## config.mk

```make
export PLATFORM = sky130hd
export DESIGN_NAME = mul_ctrl
export DESIGN_NICKNAME = d
export VERILOG_FILES = /design/src/rtl/core_config_pkg.sv /design/src/rtl/mul_reuse_cache.sv /design/src/rtl/mul_ctrl.sv
export SDC_FILE = /design/constraint.sdc
export NUM_CORES = 1
export LEC_CHECK = 0
export BUFFER_PORTS_ARGS = -buffer_cell sky130_fd_sc_hd__buf_2
export CORE_ASPECT_RATIO = 2
export CORE_MARGIN = 1
export CORE_UTILIZATION = 44
export CTS_CLUSTER_SIZE = 40
export DETAILED_ROUTE_END_ITERATION = 16
export GPL_TIMING_DRIVEN = 1
export PLACE_DENSITY = 0.67
export REMOVE_ABC_BUFFERS = 1
export SYNTH_ARGS = -nofsm -noshare
export SYNTH_HDL_FRONTEND = slang
export SYNTH_SLANG_ARGS = --single-unit
```

## constraint.sdc

```tcl
create_clock -name clk -period 3.5 [get_ports clk]
set_clock_uncertainty 0.05 [all_clocks]
set_input_delay 0.525 -clock clk [delete_from_list [all_inputs] [get_ports clk]]
set_output_delay 0.525 -clock clk [all_outputs]
set_load 0.05 [all_outputs]
```

## src/rtl/core_config_pkg.sv

```systemverilog
// Shared core configuration: datapath width plus the multiply op, FSM state
// and signedness types used by the multiply sequencer.
package core_config_pkg;

   localparam int unsigned XLEN = 32;

   typedef enum logic [1:0] {
      OP_MUL    = 2'b00,
      OP_MULH   = 2'b01,
      OP_MULHSU = 2'b10,
      OP_MULHU  = 2'b11
   } mul_op_t;

   typedef enum logic [2:0] {
      ST_IDLE  = 3'd0,
      ST_START = 3'd1,
      ST_WAIT  = 3'd2,
      ST_RESP  = 3'd3,
      ST_DRAIN = 3'd4
   } mul_state_t;

   typedef struct packed {
      logic multiplicand;
      logic multiplier;
   } mul_sign_t;

   // MUL uses the signed pair: its low half does not depend on signedness.
   function automatic mul_sign_t mul_op_signs(input mul_op_t op);
      mul_sign_t s;
      case (op)
         OP_MUL:    s = '{multiplicand: 1'b1, multiplier: 1'b1};
         OP_MULH:   s = '{multiplicand: 1'b1, multiplier: 1'b1};
         OP_MULHSU: s = '{multiplicand: 1'b1, multiplier: 1'b0};
         OP_MULHU:  s = '{multiplicand: 1'b0, multiplier: 1'b0};
         default:   s = '{multiplicand: 1'b0, multiplier: 1'b0};
      endcase
      return s;
   endfunction

endpackage

```

## src/rtl/mul_reuse_cache.sv

```systemverilog
// One-entry operand-reuse cache: remembers the last completed operand pair,
// its signedness and both product halves.
module mul_reuse_cache
   import core_config_pkg::*;
#(
   parameter bit REUSE_EN = 1'b1
) (
   input  logic            clk,
   input  logic            rst_n,
   input  logic [XLEN-1:0] lk_rs1,
   input  logic [XLEN-1:0] lk_rs2,
   input  mul_sign_t       lk_signs,
   input  logic            lk_is_mul,
   output logic            hit,
   output logic [XLEN-1:0] rd_low,
   output logic [XLEN-1:0] rd_high,
   input  logic            wr_en,
   input  logic [XLEN-1:0] wr_rs1,
   input  logic [XLEN-1:0] wr_rs2,
   input  mul_sign_t       wr_signs,
   input  logic [XLEN-1:0] wr_low,
   input  logic [XLEN-1:0] wr_high
);

   logic            valid_q, valid_d;
   logic [XLEN-1:0] rs1_q, rs1_d;
   logic [XLEN-1:0] rs2_q, rs2_d;
   mul_sign_t       signs_q, signs_d;
   logic [XLEN-1:0] low_q, low_d;
   logic [XLEN-1:0] high_q, high_d;

   always_comb begin
      valid_d = valid_q;
      rs1_d   = rs1_q;
      rs2_d   = rs2_q;
      signs_d = signs_q;
      low_d   = low_q;
      high_d  = high_q;
      if (wr_en) begin
         valid_d = REUSE_EN;
         rs1_d   = wr_rs1;
         rs2_d   = wr_rs2;
         signs_d = wr_signs;
         low_d   = wr_low;
         high_d  = wr_high;
      end else begin
         valid_d = valid_q;
      end
   end

   always_ff @(posedge clk or negedge rst_n) begin
      if (!rst_n) begin
         valid_q <= 1'b0;
         rs1_q   <= {XLEN{1'b0}};
         rs2_q   <= {XLEN{1'b0}};
         signs_q <= '{multiplicand: 1'b0, multiplier: 1'b0};
         low_q   <= {XLEN{1'b0}};
         high_q  <= {XLEN{1'b0}};
      end else begin
         valid_q <= valid_d;
         rs1_q   <= rs1_d;
         rs2_q   <= rs2_d;
         signs_q <= signs_d;
         low_q   <= low_d;
         high_q  <= high_d;
      end
   end

   // MUL only needs matching operands; the high-half ops also need matching signedness.
   always_comb begin
      hit = 1'b0;
      if (REUSE_EN && valid_q && (lk_rs1 == rs1_q) && (lk_rs2 == rs2_q) &&
          (lk_is_mul || (lk_signs == signs_q))) begin
         hit = 1'b1;
      end else begin
         hit = 1'b0;
      end
   end

   assign rd_low  = low_q;
   assign rd_high = high_q;

endmodule

```

## src/rtl/mul_ctrl.sv

```systemverilog
// Issue/response sequencer for RV32M multiplies in front of the booth
// multiplier, with a one-entry reuse cache for repeated operand pairs.
module mul_ctrl
   import core_config_pkg::*;
#(
   parameter int unsigned TAG_W    = 5,
   parameter bit          REUSE_EN = 1'b1
) (
   input  logic             clk,
   input  logic             rst_n,
   input  logic             req_valid,
   output logic             req_ready,
   input  logic [1:0]       req_op,
   input  logic [XLEN-1:0]  req_rs1,
   input  logic [XLEN-1:0]  req_rs2,
   input  logic [TAG_W-1:0] req_tag,
   input  logic             flush,
   output logic             resp_valid,
   input  logic             resp_ready,
   output logic [XLEN-1:0]  resp_data,
   output logic [TAG_W-1:0] resp_tag,
   output logic             busy,
   output logic             mul_start,
   output logic [XLEN-1:0]  mul_multiplicand,
   output logic [XLEN-1:0]  mul_multiplier,
   output logic             mul_signed_multiplicand,
   output logic             mul_signed_multiplier,
   input  logic [XLEN-1:0]  mul_product_low,
   input  logic [XLEN-1:0]  mul_product_high,
   input  logic             mul_done
);

   mul_state_t       state_q, state_d;
   mul_op_t          op_q, op_d;
   logic [XLEN-1:0]  rs1_q, rs1_d;
   logic [XLEN-1:0]  rs2_q, rs2_d;
   logic [TAG_W-1:0] tag_q, tag_d;
   mul_sign_t        signs_q, signs_d;
   logic [XLEN-1:0]  resp_data_q, resp_data_d;

   mul_op_t          req_op_s;
   mul_sign_t        req_signs_s;
   logic             accept_s;
   logic             hit_s;
   logic             cache_wr_s;
   logic [XLEN-1:0]  cache_low_s;
   logic [XLEN-1:0]  cache_high_s;
   logic [XLEN-1:0]  hit_data_s;
   logic [XLEN-1:0]  done_data_s;

   assign req_op_s    = mul_op_t'(req_op);
   assign req_signs_s = mul_op_signs(req_op_s);
   assign req_ready   = (state_q == ST_IDLE) && !flush;
   assign accept_s    = req_valid && req_ready;
   assign hit_data_s  = (req_op_s == OP_MUL) ? cache_low_s : cache_high_s;
   assign done_data_s = (op_q == OP_MUL) ? mul_product_low : mul_product_high;
   // A finished product is valid for its operands even when the op was flushed.
   assign cache_wr_s  = mul_done && ((state_q == ST_WAIT) || (state_q == ST_DRAIN));

   mul_reuse_cache #(
      .REUSE_EN (REUSE_EN)
   ) u_cache (
      .clk       (clk),
      .rst_n     (rst_n),
      .lk_rs1    (req_rs1),
      .lk_rs2    (req_rs2),
      .lk_signs  (req_signs_s),
      .lk_is_mul (req_op_s == OP_MUL),
      .hit       (hit_s),
      .rd_low    (cache_low_s),
      .rd_high   (cache_high_s),
      .wr_en     (cache_wr_s),
      .wr_rs1    (rs1_q),
      .wr_rs2    (rs2_q),
      .wr_signs  (signs_q),
      .wr_low    (mul_product_low),
      .wr_high   (mul_product_high)
   );

   always_ff @(posedge clk or negedge rst_n) begin
      if (!rst_n) begin
         state_q <= ST_IDLE;
      end else begin
         state_q <= state_d;
      end
   end

   // flush beats resp_ready; a done arriving with flush in WAIT needs no drain.
   always_comb begin
      state_d = state_q;
      case (state_q)
         ST_IDLE: begin
            if (accept_s) begin
               state_d = hit_s ? ST_RESP : ST_START;
            end else begin
               state_d = ST_IDLE;
            end
         end
         ST_START: begin
            if (flush) begin
               state_d = ST_DRAIN;
            end else begin
               state_d = ST_WAIT;
            end
         end
         ST_WAIT: begin
            if (mul_done) begin
               state_d = flush ? ST_IDLE : ST_RESP;
            end else if (flush) begin
               state_d = ST_DRAIN;
            end else begin
               state_d = ST_WAIT;
            end
         end
         ST_RESP: begin
            if (flush || resp_ready) begin
               state_d = ST_IDLE;
            end else begin
               state_d = ST_RESP;
            end
         end
         ST_DRAIN: begin
            if (mul_done) begin
               state_d = ST_IDLE;
            end else begin
               state_d = ST_DRAIN;
            end
         end
         default: state_d = ST_IDLE;
      endcase
   end

   always_comb begin
      resp_valid = 1'b0;
      busy       = 1'b0;
      mul_start  = 1'b0;
      case (state_q)
         ST_IDLE:  busy = 1'b0;
         ST_START: begin
            busy      = 1'b1;
            mul_start = 1'b1;
         end
         ST_WAIT:  busy = 1'b1;
         ST_RESP: begin
            busy       = 1'b1;
            resp_valid = 1'b1;
         end
         ST_DRAIN: busy = 1'b1;
         default:  busy = 1'b0;
      endcase
   end

   always_comb begin
      op_d        = op_q;
      rs1_d       = rs1_q;
      rs2_d       = rs2_q;
      tag_d       = tag_q;
      signs_d     = signs_q;
      resp_data_d = resp_data_q;
      if (accept_s) begin
         op_d    = req_op_s;
         rs1_d   = req_rs1;
         rs2_d   = req_rs2;
         tag_d   = req_tag;
         signs_d = req_signs_s;
         if (hit_s) begin
            resp_data_d = hit_data_s;
         end else begin
            resp_data_d = resp_data_q;
         end
      end else if ((state_q == ST_WAIT) && mul_done && !flush) begin
         resp_data_d = done_data_s;
      end else begin
         resp_data_d = resp_data_q;
      end
   end

   always_ff @(posedge clk or negedge rst_n) begin
      if (!rst_n) begin
         op_q        <= OP_MUL;
         rs1_q       <= {XLEN{1'b0}};
         rs2_q       <= {XLEN{1'b0}};
         tag_q       <= {TAG_W{1'b0}};
         signs_q     <= '{multiplicand: 1'b0, multiplier: 1'b0};
         resp_data_q <= {XLEN{1'b0}};
      end else begin
         op_q        <= op_d;
         rs1_q       <= rs1_d;
         rs2_q       <= rs2_d;
         tag_q       <= tag_d;
         signs_q     <= signs_d;
         resp_data_q <= resp_data_d;
      end
   end

   assign resp_data               = resp_data_q;
   assign resp_tag                = tag_q;
   assign mul_multiplicand        = rs1_q;
   assign mul_multiplier          = rs2_q;
   assign mul_signed_multiplicand = signs_q.multiplicand;
   assign mul_signed_multiplier   = signs_q.multiplier;

endmodule
```

After elaboration in Yosys (flattened, before gate mapping)
Index checks and enable logic that the tools add are counted.

Eq/ne operators: 11. Multiplexer cells: 18. Reduce and logical (&&, ||, !) cells: 19.

Operators with widths (number): $mux W32 (5); $eq A32 B32 Y1 (2); $pmux W3 S5 (1); $mux W3 (3); $logic_and A1 B1 Y1 (8); $mux W2 (4); $eq A3 B2 Y1 const B (2); $pmux W2 S3 (1); $eq A2 B2 Y1 const B (2); $logic_not A2 Y1 (2); $mux W1 (4); $reduce_or A4 Y1 (1); $eq A3 B1 Y1 const B (1); $eq A3 B3 Y1 const B (1); $logic_not A3 Y1 (1); $logic_or A1 B1 Y1 (3); $eq A2 B1 Y1 const B (1); $eq A2 B2 Y1 (1); $ne A2 B1 Y1 const B (1); $reduce_and A2 Y1 (1); $reduce_bool A2 Y1 (1); $reduce_or A2 Y1 (1); $logic_not A1 Y1 (1).

Flip-flop bits (word level): 239. Output and inout bits: 107. Word-level logic and storage cells: 63.

Logic depth before layout (Yosys ltp)
Depth in word-level cells: 10. Gate-level depth with buffers: 8. Depth with buffers taken out: 6.

By module
A second synthesis with hierarchy kept.

Cell total of the unflattened synthesis: 770. Area, all modules: 10931.7 sq um.

Modules (own cells, without submodules): mul_reuse_cache (instances 1, cells an instance 394, area an instance 5587.9 sq um); mul_ctrl (instances 1, cells an instance 376, area an instance 5343.9 sq um).

Worst setup path after synthesis
OpenSTA, ideal clock, no wires.

Path kind: register -> register. Start: register state_q[2]. End: register resp_data_q[20], in the netlist resp_data[20]. Setup time: 0.144 ns. Data arrival time: 2.567 ns. Required time: 3.306 ns. Path slack: 0.739 ns. Stages on the path, launching flop included: 9. Path buffers: 2. Cells stage by stage: dfrtp_1 -> buf_4 -> nor4_4 -> nand2_2 -> nand4bb_4 -> nor4_4 -> and2b_1 -> buf_6 -> o32ai_2.

Cells in the longest elaborated chain, start to end: 5. Elaborated cells on any way between the ends: 10.

Ends and longest elaborated chain: from (decl) (line mul_ctrl.sv:33) `mul_state_t state_q, state_d;`; from (signal assigned) (line mul_ctrl.sv:84) `state_q <= state_d;`; $logic_not A3 Y1 (*) (line mul_ctrl.sv:53) `assign req_ready = (state_q == ST_IDLE) && !flush;`; $logic_and A1 B1 Y1 (*) (line mul_ctrl.sv:53); via req_ready (line mul_ctrl.sv:12) `output logic req_ready,`; $logic_and A1 B1 Y1 (*) (line mul_ctrl.sv:54) `assign accept_s = req_valid && req_ready;`; $ne A2 B1 Y1 (no source line) or $reduce_bool A2 Y1 (tied branches); $reduce_and A2 Y1 (no source line); to (signal assigned) (line mul_ctrl.sv:185) `resp_data_q <= {XLEN{1'b0}};`; to (signal assigned) (line mul_ctrl.sv:192) `resp_data_q <= resp_data_d;`; to (decl) (line mul_ctrl.sv:39) `logic [XLEN-1:0] resp_data_q, resp_data_d;`.

The timed path passes the listed nets; every way through them passes the cells marked *. A chain may end at the register's enable or synchronous reset.

Worst setup path in the final report
Start: register u_cache.signs_q[0] in the netlist's numbering. End: register resp_data_q[31], in the netlist resp_data[31].

Cells in the longest elaborated chain, start to end: 6.

Ends and longest elaborated chain: from (decl) (line mul_reuse_cache.sv:28) `mul_sign_t signs_q, signs_d;`; from (signal assigned) (line mul_reuse_cache.sv:56) `signs_q <= '{multiplicand: 1'b0, multiplier: 1'b0};`; from (signal assigned) (line mul_reuse_cache.sv:63) `signs_q <= signs_d;`; $eq A2 B2 Y1 (line mul_reuse_cache.sv:73) `(lk_is_mul || (lk_signs == signs_q))) begin`; $logic_or A1 B1 Y1 (line mul_reuse_cache.sv:73); $logic_and A1 B1 Y1 (line mul_reuse_cache.sv:72) `if (REUSE_EN && valid_q && (lk_rs1 == rs1_q) && (lk_rs2 == rs2_q) &&`; $mux W1 (line mul_reuse_cache.sv:72); $ne A2 B1 Y1 (no source line); $reduce_and A2 Y1 (no source line).

No other way between the ends.

==> metrics.yaml <==
initial_core_util: 0.4471
synthMuxAreaShare: 0.2284
cts.path.max_buffers: 3
min_period_ns: 2.616
rsz0062_at_grt: "no"
fp.coreArea_sq_um: 25030
hpwlAfterDp_mm: 20.02
fin_area_sq_um: 13600
slowest_stage: "a2111oi_0"
power_mw: 11.33
synth-xor-area-share: 0.03130
grt_max_degree: 145
yosysSeqAreaShare: 0.5344
wl_per_cell_um: 19.28
die_y_um: 227.6
grt-ovfl-total: 0
ios: 248
drv_slew: 0
fp.dieArea_sq_um: 26120
cts_buffers: 22
synth_top_family_by_area: "multiplexers"
io_buffers: 247
grt_first_pass_wirelength_mm: 43.56
peakVddDrop_mv: 0.4282
syn-instance-count: 884
cts_tree: "yes"
crit_chain: "and2_1, a2111oi_0, nand4_1, nor4_4, and2b_2, buf_12, o32ai_1"
worstPathMaxFanout: 31
max_cap_violations: 0
antenna_found_initial: 1
synth_top_area_share: 0.5344
slew_headroom: 0.2751
hp-class: "primary input to register"
vias_per_cell: 5.282
nNetsFinal: 1262
worstPathRequired_ns: 3.80
die_width_um: 114.8
syn_area_per_cell_sq_um: 12.66
power_density_nw_per_um2: 832.6
layout_commonest_cell: "buf_2"
insertion_delay_ns: 0.51
final_hold_viol_count: 0
reg2reg_slack_ns: 0.88
clock_sinks: 239
final_cell_mix: "buf_2, dfrtp_1, mux2_2"
yosysWarnings: 0
yosys.area.top_type: "dfrtp_1"
outcome: "completed"
totalWireLength_mm: 28.40
post_cts_buffers: 0
rows: 82
ys_ff_latch: 239
cp-end-kind: "register"
drt_iter0_markers: 329
synthAdderAreaFrac: 0
synthToLayoutAreaGrowth_pct: 21.54
root_buffer: "clkbuf_16"
p_leak_nw: 6.160
startpoint_type: "register"
maxClockFrequency_ghz: 0.3823
drt_pass1_iterations: 4
place_area_sq_um: 12860
crit_family: "simple AND/OR/NAND/NOR gates"
via_count: 7780
track_usage: 0.2185
ctsHoldBuffers: 1
synth_compound_area_frac: 0.1092
place_congestion: 0.8325
cp.buffers_inverters: 1
setup_violations: 0
setup_tns_ns: 0
path_clk_slew_ns: 0.07
grt_pass1_vias: 8239
synth_cell_types: 42
crit_type: "register to register"
min_period_over_period: 0.7474
synth.area.top_cells: "dfrtp_1, mux2_2, o32ai_2, a21oi_1, xor2_1"
netlist_area_sq_um: 11190
worst_pin_slew_ns: 1.085
htree_num_levels: 1
synth-simple-area-share: 0.06741
cts_resized: 0
critical-path-max-stage-delay_ns: 0.50
drc: 0
worstPathArrival_ns: 2.92
final_layout_size_suffix_gt1_frac: 0.5088
drtAntennaViolNets: 0
## registers in the layout, indices dropped and copies added (netlist names)
signal / cells
u_cache.valid_q: 1
state_q: 3
resp_tag: 5
u_cache.signs_q: 2
mul_signed_multiplier: 1
mul_multiplicand: 32
u_cache.rd_low: 32
u_cache.rs2_q: 32
u_cache.rd_high: 32
op_q: 2
mul_signed_multiplicand: 1
mul_multiplier: 32
u_cache.rs1_q: 32
resp_data: 32
## final timing paths
check	start	to	cells after the start
setup reg to reg	u_cache.signs_q[0]$_DFFE_PN0P_	resp_data[31]$_DFFE_PN0P_	7
max in group asynchronous	rst_n	u_cache.rs1_q[19]$_DFFE_PN0P_	3
min in group asynchronous	rst_n	mul_multiplier[26]$_DFFE_PN0P_	2
hold reg to reg	u_cache.valid_q$_DFFE_PN0P_	u_cache.valid_q$_DFFE_PN0P_	1
hold / removal	req_tag[1]	resp_tag[1]$_DFFE_PN0P_	2
setup / recovery	u_cache.signs_q[0]$_DFFE_PN0P_	resp_data[31]$_DFFE_PN0P_	7
## area by class of cell
type / instances / area, sq um
Fill cell: 2240 / 11430
Sequential cell: 239 / 5981
Multi-Input combinational cell: 571 / 4932
Timing Repair Buffer: 271 / 1479
Clock buffer: 29 / 648.1
Tap cell: 336 / 420.4
Clock inverter: 10 / 80.08
Inverter: 16 / 60.06
Antenna cell: 1 / 2.502
## synth_stat cells
master,count
dfrtp_1,239
mux2_2,227
nand2_1,74
a21oi_1,65
o21ai_0,42
clkbuf_1,41
xor2_1,34
o32ai_2,30
nor2b_1,19
inv_1,14
nor4_1,12
nand2b_1,10
buf_1,9
nor2_1,7
buf_6,6
xnor2_1,6
nand4_1,5
o22ai_1,5
a2111oi_0,4
and2_1,3
o2111ai_1,3
o2bb2ai_1,3
a2111o_1,2
a22oi_1,2
and3b_1,2
inv_2,2
nor3b_1,2
nor4_4,2
a211o_1,1
a21boi_0,1
a41oi_1,1
and2b_1,1
and3_1,1
buf_2,1
buf_4,1
nand2_2,1
nand3_1,1
nand3b_1,1
nand4bb_4,1
nor2b_2,1
o32ai_1,1
o41ai_1,1
## power by group
part	internal (mW)	total (mW)	leakage (nW)	switching [mW]
combinational	1.75	4.29	2.89	2.55
clock	1.38	2.44	0.362	1.06
sequential	3.89	4.59	2.90	0.700
## cell families (layout without fill, tap and decap cells)
logic type                count (synthesis)  after routing
other                                     0              1
buffers and inverters                    74            326
xor gates and xnor gates                 40             40
muxes                                   227            227
DFF                                     239            239
and+or+nand+nor                         143            143
AOI/OAI and AO/OA                       161            161
## worst register-to-register path: cells and delay by family, from the launching register on
kind	cells	cell delay, ns
and+or+nand+nor	4	1.17
AOI/OAI and AO/OA	2	0.64
DFF	1	0.39
buffers and inverters	1	0.22
## routing by layer
metal / up-vias / track usage / wire length, um
li1: 3630 / - / -
met1: 3917 / 0.2293 / 10160
met2: 186 / 0.4293 / 16210
met3: 47 / 0.02955 / 1204
met4: 0 / 0.08504 / 829
met5: - / 0 / 0
## through the flow
step                      setup WS [ns]  utilization  hold slack [ns]  cells
after floorplan                  -1.412            -           0.1794    826
after global placement           0.5681       0.5138           0.3987   1432
after detailed placement         0.5509       0.5138           0.4057   1432
after CTS                        0.8180       0.5433           0.1705   1472
after global routing             0.7778       0.5434           0.1788   1473
final                            0.8841       0.5434           0.1939   1473
Note: power is estimated with default switching activity, not from simulation.
